`src/rtl/hilo_muldiv_ctrl_pkg.sv`:
```
// Shared encodings for the HI/LO multiply/divide sequencer: op codes, FSM states
// and small op-decode helpers.
package hilo_muldiv_ctrl_pkg;

  typedef enum logic [1:0] {
    MD_MULT  = 2'b00,
    MD_MULTU = 2'b01,
    MD_DIV   = 2'b10,
    MD_DIVU  = 2'b11
  } md_op_t;

  typedef enum logic [1:0] {
    ST_IDLE = 2'b00,
    ST_MUL  = 2'b01,
    ST_DIV  = 2'b10,
    ST_DONE = 2'b11
  } md_state_t;

  function automatic logic md_is_div(input logic [1:0] op);
    return op[1];
  endfunction

  function automatic logic md_is_signed(input logic [1:0] op);
    return ~op[0];
  endfunction

endpackage

```
`src/rtl/hilo_muldiv_ctrl_if.sv`:
```
// EX-stage <-> mul/div sequencer bundle: operation request, flush, stall and the
// HI/LO result strobe.
interface hilo_muldiv_ctrl_if #(
  parameter int DATA_W = 32
);
  logic              op_valid;
  logic [1:0]        op_code;
  logic [DATA_W-1:0] src_a;
  logic [DATA_W-1:0] src_b;
  logic              flush;
  logic              stall_o;
  logic              busy;
  logic              res_valid;
  logic [DATA_W-1:0] res_hi;
  logic [DATA_W-1:0] res_lo;

  modport master (
    output op_valid, op_code, src_a, src_b, flush,
    input  stall_o, busy, res_valid, res_hi, res_lo
  );

  modport slave (
    input  op_valid, op_code, src_a, src_b, flush,
    output stall_o, busy, res_valid, res_hi, res_lo
  );
endinterface

```
`src/rtl/muldiv_div_core.sv`:
```
// Radix-2 restoring divider datapath on unsigned magnitudes. step_quo/step_rem are
// the values after the current step, so the controller can take the last one directly.
module muldiv_div_core #(
  parameter int DATA_W = 32
) (
  input  logic              clk,
  input  logic              resetn,
  input  logic              load,
  input  logic              en,
  input  logic [DATA_W-1:0] dividend,
  input  logic [DATA_W-1:0] divisor,
  output logic [DATA_W-1:0] step_quo,
  output logic [DATA_W-1:0] step_rem
);

  logic [DATA_W-1:0] rem_reg;
  logic [DATA_W-1:0] quo_reg;
  logic [DATA_W-1:0] dsr_reg;
  logic [DATA_W:0]   shifted;
  logic [DATA_W:0]   diff;

  // quo_reg starts as the dividend; its MSB feeds the partial remainder each step
  // while quotient bits enter at the LSB.
  always_comb begin
    shifted = {rem_reg, quo_reg[DATA_W-1]};
    diff    = shifted - {1'b0, dsr_reg};
    if (!diff[DATA_W]) begin
      step_rem = diff[DATA_W-1:0];
      step_quo = {quo_reg[DATA_W-2:0], 1'b1};
    end else begin
      step_rem = shifted[DATA_W-1:0];
      step_quo = {quo_reg[DATA_W-2:0], 1'b0};
    end
  end

  always_ff @(posedge clk or negedge resetn) begin
    if (!resetn) begin
      rem_reg <= '0;
      quo_reg <= '0;
      dsr_reg <= '0;
    end else if (load) begin
      rem_reg <= '0;
      quo_reg <= dividend;
      dsr_reg <= divisor;
    end else if (en) begin
      rem_reg <= step_rem;
      quo_reg <= step_quo;
    end
  end

endmodule

```
`src/rtl/hilo_muldiv_ctrl.sv`:
```
// MULT/MULTU/DIV/DIVU sequencer producing {HI,LO} with a one-cycle write strobe.
// Optional DIV_ZERO_FAST_EN: divide by zero completes in one cycle.
module hilo_muldiv_ctrl
  import hilo_muldiv_ctrl_pkg::*;
#(
  parameter int DATA_W  = 32,
  parameter int MUL_LAT = 2
) (
  input logic               clk,
  input logic               resetn,
  hilo_muldiv_ctrl_if.slave bus
);

  localparam int CNT_W = $clog2(DATA_W);

  md_state_t           state_reg, state_next;
  logic [CNT_W-1:0]    cnt_reg;
  logic                mul_signed_reg;
  logic [DATA_W-1:0]   a_reg, b_reg;
  logic [DATA_W-1:0]   res_hi_reg, res_lo_reg;
  logic                neg_q_reg, neg_r_reg;

  logic                accept, fast_zero, cnt_zero, in_mul, in_div;
  logic                signed_op, is_div;
  logic [DATA_W-1:0]   a_mag, b_mag;
  logic [DATA_W-1:0]   step_quo, step_rem, quo_fix, rem_fix;
  logic [2*DATA_W-1:0] mul_a_ext, mul_b_ext, product;

  assign signed_op = md_is_signed(bus.op_code);
  assign is_div    = md_is_div(bus.op_code);
  assign in_mul    = (state_reg == ST_MUL);
  assign in_div    = (state_reg == ST_DIV);
  assign cnt_zero  = (cnt_reg == '0);
  assign accept    = (state_reg == ST_IDLE) & bus.op_valid & ~bus.flush;

`ifdef DIV_ZERO_FAST_EN
  assign fast_zero = is_div && (bus.src_b == '0);
`else
  assign fast_zero = 1'b0;
`endif

  assign a_mag = (signed_op & bus.src_a[DATA_W-1]) ? -bus.src_a : bus.src_a;
  assign b_mag = (signed_op & bus.src_b[DATA_W-1]) ? -bus.src_b : bus.src_b;

  // Sign-extending to 2*DATA_W makes a single unsigned multiply correct for MULT too.
  assign mul_a_ext = {{DATA_W{mul_signed_reg & a_reg[DATA_W-1]}}, a_reg};
  assign mul_b_ext = {{DATA_W{mul_signed_reg & b_reg[DATA_W-1]}}, b_reg};
  assign product   = mul_a_ext * mul_b_ext;

  assign quo_fix = neg_q_reg ? -step_quo : step_quo;
  assign rem_fix = neg_r_reg ? -step_rem : step_rem;

  muldiv_div_core #(
    .DATA_W(DATA_W)
  ) u_div_core (
    .clk      (clk),
    .resetn   (resetn),
    .load     (accept),
    .en       (in_div & ~bus.flush),
    .dividend (a_mag),
    .divisor  (b_mag),
    .step_quo (step_quo),
    .step_rem (step_rem)
  );

  always_ff @(posedge clk or negedge resetn) begin
    if (!resetn) state_reg <= ST_IDLE;
    else         state_reg <= state_next;
  end

  always_comb begin
    state_next = state_reg;
    if (bus.flush) begin
      state_next = ST_IDLE;
    end else begin
      case (state_reg)
        ST_IDLE: if (bus.op_valid) begin
          if (fast_zero)   state_next = ST_DONE;
          else if (is_div) state_next = ST_DIV;
          else             state_next = ST_MUL;
        end
        ST_MUL:  if (cnt_zero) state_next = ST_DONE;
        ST_DIV:  if (cnt_zero) state_next = ST_DONE;
        ST_DONE: state_next = ST_IDLE;
        default: state_next = ST_IDLE;
      endcase
    end
  end

  always_comb begin
    bus.stall_o   = accept | in_mul | in_div;
    bus.busy      = (state_reg != ST_IDLE);
    bus.res_valid = (state_reg == ST_DONE) & ~bus.flush;
    bus.res_hi    = res_hi_reg;
    bus.res_lo    = res_lo_reg;
  end

  // HI/LO only move on the edge into DONE, so a flushed op leaves them untouched.
  always_ff @(posedge clk or negedge resetn) begin
    if (!resetn) begin
      cnt_reg        <= '0;
      mul_signed_reg <= 1'b0;
      a_reg          <= '0;
      b_reg          <= '0;
      neg_q_reg      <= 1'b0;
      neg_r_reg      <= 1'b0;
      res_hi_reg     <= '0;
      res_lo_reg     <= '0;
    end else if (accept) begin
      mul_signed_reg <= signed_op;
      a_reg          <= bus.src_a;
      b_reg          <= bus.src_b;
      cnt_reg        <= is_div ? CNT_W'(DATA_W - 1) : CNT_W'(MUL_LAT - 1);
      neg_q_reg      <= signed_op & (bus.src_a[DATA_W-1] ^ bus.src_b[DATA_W-1]);
      neg_r_reg      <= signed_op & bus.src_a[DATA_W-1];
      if (fast_zero) begin
        res_hi_reg <= bus.src_a;
        res_lo_reg <= '1;
      end
    end else if (!bus.flush && (in_mul || in_div)) begin
      if (!cnt_zero) begin
        cnt_reg <= cnt_reg - CNT_W'(1);
      end else if (in_mul) begin
        {res_hi_reg, res_lo_reg} <= product;
      end else begin
        res_hi_reg <= rem_fix;
        res_lo_reg <= quo_fix;
      end
    end
  end

endmodule

```
`src/flat_wrapper.sv`:
```
// flat-port wrapper written by rule: the top's interface ports become plain ports
module hilo_muldiv_ctrl_flat import hilo_muldiv_ctrl_pkg::*;
#(
  parameter int DATA_W  = 32,
  parameter int MUL_LAT = 2
)
  (clk, resetn, bus_op_valid, bus_op_code, bus_src_a, bus_src_b, bus_flush, bus_stall_o, bus_busy, bus_res_valid, bus_res_hi, bus_res_lo);
  hilo_muldiv_ctrl_if #(.DATA_W(DATA_W)) bus_i ();
  input logic clk;
  input logic resetn;
  input wire logic [$bits(bus_i.op_valid)-1:0] bus_op_valid;
  input wire logic [$bits(bus_i.op_code)-1:0] bus_op_code;
  input wire logic [$bits(bus_i.src_a)-1:0] bus_src_a;
  input wire logic [$bits(bus_i.src_b)-1:0] bus_src_b;
  input wire logic [$bits(bus_i.flush)-1:0] bus_flush;
  output wire logic [$bits(bus_i.stall_o)-1:0] bus_stall_o;
  output wire logic [$bits(bus_i.busy)-1:0] bus_busy;
  output wire logic [$bits(bus_i.res_valid)-1:0] bus_res_valid;
  output wire logic [$bits(bus_i.res_hi)-1:0] bus_res_hi;
  output wire logic [$bits(bus_i.res_lo)-1:0] bus_res_lo;
  assign bus_i.op_valid = bus_op_valid;
  assign bus_i.op_code = bus_op_code;
  assign bus_i.src_a = bus_src_a;
  assign bus_i.src_b = bus_src_b;
  assign bus_i.flush = bus_flush;
  assign bus_stall_o = bus_i.stall_o;
  assign bus_busy = bus_i.busy;
  assign bus_res_valid = bus_i.res_valid;
  assign bus_res_hi = bus_i.res_hi;
  assign bus_res_lo = bus_i.res_lo;
  hilo_muldiv_ctrl #(.DATA_W(DATA_W), .MUL_LAT(MUL_LAT)) u_core (.clk(clk), .resetn(resetn), .bus(bus_i));
endmodule
```
`config.mk`:
```
export PLATFORM = sky130hd
export DESIGN_NAME = hilo_muldiv_ctrl_flat
export DESIGN_NICKNAME = d
export VERILOG_FILES = /design/src/rtl/hilo_muldiv_ctrl_pkg.sv /design/src/rtl/hilo_muldiv_ctrl_if.sv /design/src/rtl/muldiv_div_core.sv /design/src/rtl/hilo_muldiv_ctrl.sv /design/src/flat_wrapper.sv
export SDC_FILE = /design/constraint.sdc
export NUM_CORES = 2
export LEC_CHECK = 0
export BUFFER_PORTS_ARGS = -buffer_cell sky130_fd_sc_hd__buf_2
export CORE_ASPECT_RATIO = 1.2
export CORE_MARGIN = 2
export CORE_UTILIZATION = 35
export CTS_BUF_LIST = sky130_fd_sc_hd__clkbuf_16
export CTS_CLUSTER_DIAMETER = 40
export DETAILED_ROUTE_END_ITERATION = 10
export PLACE_DENSITY = 0.55
export SYNTH_ARGS = -nofsm -noshare
export SYNTH_HDL_FRONTEND = slang
export SYNTH_SLANG_ARGS = --single-unit
```
`constraint.sdc`:
```
create_clock -name clk -period 14.85 [get_ports clk]
set_input_delay 2.2275 -clock clk [delete_from_list [all_inputs] [get_ports clk]]
set_output_delay 2.2275 -clock clk [all_outputs]
set_load 0.01 [all_outputs]
```
==> results.md <==
* Die area at 0.154 mm2
* Chip Height at approximately 430 um
* Fraction of layout cells with a size suffix above 1 at 5.76%
* Hold_buf cts at 0
* Clk Latency, worst-skew pair at 590 ps
* Vias in the first global route at approximately 43000
* Tcrit/Tclk final at 67.1%
* Fin nets at 7389
* Placer Congestion at around 0.90
* Via-to-Cell Ratio at approximately 5
* Crit path largest cell delay at 890 ps
* Via count at about 41000
* Remaining global-route overflow at 0
* Number of I/O port buffers at 136
* Final-report max-slew violation count at 0
* Final hold violations at 0
* Initial antenna violation count at 16
* Largest net degree at the start of global routing at between 100 and 150
* F_max at 100 MHz
* First-pass GRT wire length at 256000 um
* CP arrival at around 10000 ps
* Req. time, crit path at approximately 15000 ps
* TritonCTS clock tree: built
* Synth unique cells at 94
* Initial Util at 35.3%
* CTS root buf: clkbuf_16
* WHS Endpoint: u_core.a_reg[12]
* Synth-to-layout area growth at 7.56%
* YS warnings at 0
* Post-synth EDFFs at 0
* Routed wire length at roughly 160000 um
* RSZ-0062 raised after global routing: no
* WS Path Type: flip-flop to flip-flop
* Worst Hold Class: flip-flop to flip-flop
* Post-synth top flop: dfrtp_1
* Synth top area share at 42.8%
* Fin Clk Skew at approximately 34 ps
* TritonRoute pass-1 iters at 6
* Post-cts sizing count at 0
* Fin crit period at about 10000 ps
* Critical Path Start Type: flip-flop
* Post-Syn Instances at 6012
* Final Setup Violations at 0
* Reg2Reg Depth at 29
* Avg WL per Cell at 20.2 um
* DPL Wire Length at between 100000 and 150000 um
* Hold WS at roughly 470 ps
* Crit path max fanout at 22
* Setup_tns at 0 ps
* Area leader, netlist: fa_1
* CP endpoint kind: flip-flop
* R2r setup slk at 4890 ps
* Max Root-Sink Buffers at 3
* FF-to-FF End: u_core.bus.res_hi[31]
* Critical hold path startpoint: u_core.a_reg[12]
* CP max-delay cell: dfrtp_1
* Min-Delay Path Depth at 2
* Number of remaining DRC errors at 0
* Post-CTS Setup Repair Bufs at 0
* Syn_nets at ~7500
* GRT Total Usage at 21.4%
* Area contributors post-synth: fa_1 43%, dfrtp_1 11%, inv_1 8.3%
* Initial drt markers at 2546
* Post-synthesis register bit count at 233
* CTS sink cnt at approximately 230
* Routed Antenna Nets at 0
* Post-synth ARST share at 100%
* Slew @ Worst Pin at 1120 ps
* Outcome: completed
* Most frequent CP cell: fa_1
* Die Wd at 358 um
* Register area share after synthesis at between 10% and 20%
* Core area at 0.149 mm2
* R2r startpoint: u_core.mul_signed_reg
* H-tree depth at 2
* Total CTS buffers at 43
* Rows at 155
* Worst-path clk slew at 50 ps
* Max_slew headroom at between 20% and 30%
* Syn Area/Cell at 8.76 um2
* Top-Level Pins at roughly 140
* Post-Syn Area at 0.0527 mm2
* Max Cap Viol at 0
layout by cell type (no fill, tap or decap), types with 30 or more instances in the layout:
| master | synthesis | routed |
|---|---|---|
| mux2i_1 | 30 | 30 |
| o21ai_0 | 189 | 189 |
| buf_4 | 1 | 81 |
| a31oi_1 | 46 | 46 |
| nand3_1 | 31 | 31 |
| xor2_1 | 89 | 89 |
| inv_1 | 1164 | 1167 |
| fa_1 | 1126 | 1126 |
| and2_1 | 370 | 370 |
| buf_2 | 9 | 135 |
| nand2_1 | 1138 | 1138 |
| dfrtp_1 | 233 | 225 |
| ha_1 | 255 | 254 |
| xnor2_1 | 126 | 126 |
| a21o_1 | 53 | 53 |
| clkbuf_16 | 0 | 43 |
| nor2_1 | 225 | 225 |
| a21oi_1 | 188 | 188 |
synthesized netlist by cell type, types with 5 or more instances:
master	instances
nor4_1	16
nand2b_1	19
nand4_1	22
a31oi_1	46
o31a_1	6
xor2_1	89
a21boi_0	6
o21ai_0	189
nand3_1	31
o22ai_1	7
inv_1	1164
o31ai_1	29
a21o_1	53
nor2b_1	10
o21bai_1	13
nor2_1	225
o41ai_1	14
ha_1	255
and2_1	370
mux2i_1	30
clkbuf_1	314
a41oi_1	5
or2_2	12
a211oi_1	29
xnor2_1	126
o211ai_1	16
nor3_1	26
a21oi_1	188
and3_1	25
nand3b_1	6
or3_1	19
o21a_1	16
nand2_1	1138
buf_1	9
or4_1	13
buf_2	9
o21ai_1	14
fa_1	1126
dfrtp_1	233
final cells by class:
type | instances | area [um2]
antenna | 10 | 25.0
clock buffer | 43 | 1080
clock inverter | 37 | 382
fill | 15200 | 92500
inverter | 1165 | 4370
multi-input combinational | 4278 | 41200
sequential | 233 | 5840
tap | 1962 | 2450
timing repair buffer | 217 | 1300
worst max-delay path by stage:
stage,start,end,slack [ps]
after floorplan,u_core.a_reg[31],u_core.bus.res_hi[31],6470
after global placement,u_core.mul_signed_reg,u_core.bus.res_hi[31],5130
after detailed placement,u_core.mul_signed_reg,u_core.bus.res_hi[31],5000
after CTS,u_core.mul_signed_reg,u_core.bus.res_hi[31],4970
after global routing,u_core.mul_signed_reg,u_core.bus.res_hi[31],4410
final,u_core.mul_signed_reg,u_core.bus.res_hi[31],4890
per-stage QoR:
stage / cells / utilization [%] / instance area, um2 / setup WS [ps]
floorplan: 6012 / - / 52700 / 6470
global placement: 7855 / 37.0 / 55200 / 5130
detailed placement: 7855 / 37.0 / 55200 / 5000
CTS: 7935 / 38.0 / 56600 / 4970
global route: 7943 / 38.0 / 56600 / 4410
finish: 7945 / 38.0 / 56700 / 4890
critical path, delay by kind of cell (launching register included):
family                     cells  cell delay [ps]
and+or+nand+nor                3              990
AOI/OAI and AO/OA             10             2180
adders and majority gates      9             4660
buffers and inverters          7             1080
DFF                            1              890
layer usage:
layer	share of wire, %	GRT usage, %	wire length, um
met5	0.017	0	27
met4	3.8	7.74	6100
met3	3.8	1.55	6060
met2	52	38.0	82700
met1	41	27.2	65500
cell families after synthesis:
logic type | count (synthesis) | synth area share (%)
flip-flops | 233 | 11.1
buffers and inverters | 1501 | 10.8
XOR/XNOR | 215 | 3.58
AO/OA/AOI/OAI | 696 | 8.30
AND/OR/NAND/NOR | 1951 | 16.7
multiplexers | 35 | 0.698
adder cells (fa/ha/maj) | 1381 | 48.9
Power is left out: the tool's default activity adds up to more than one toggle a clock period on the data nets, which glitch-free logic cannot reach.
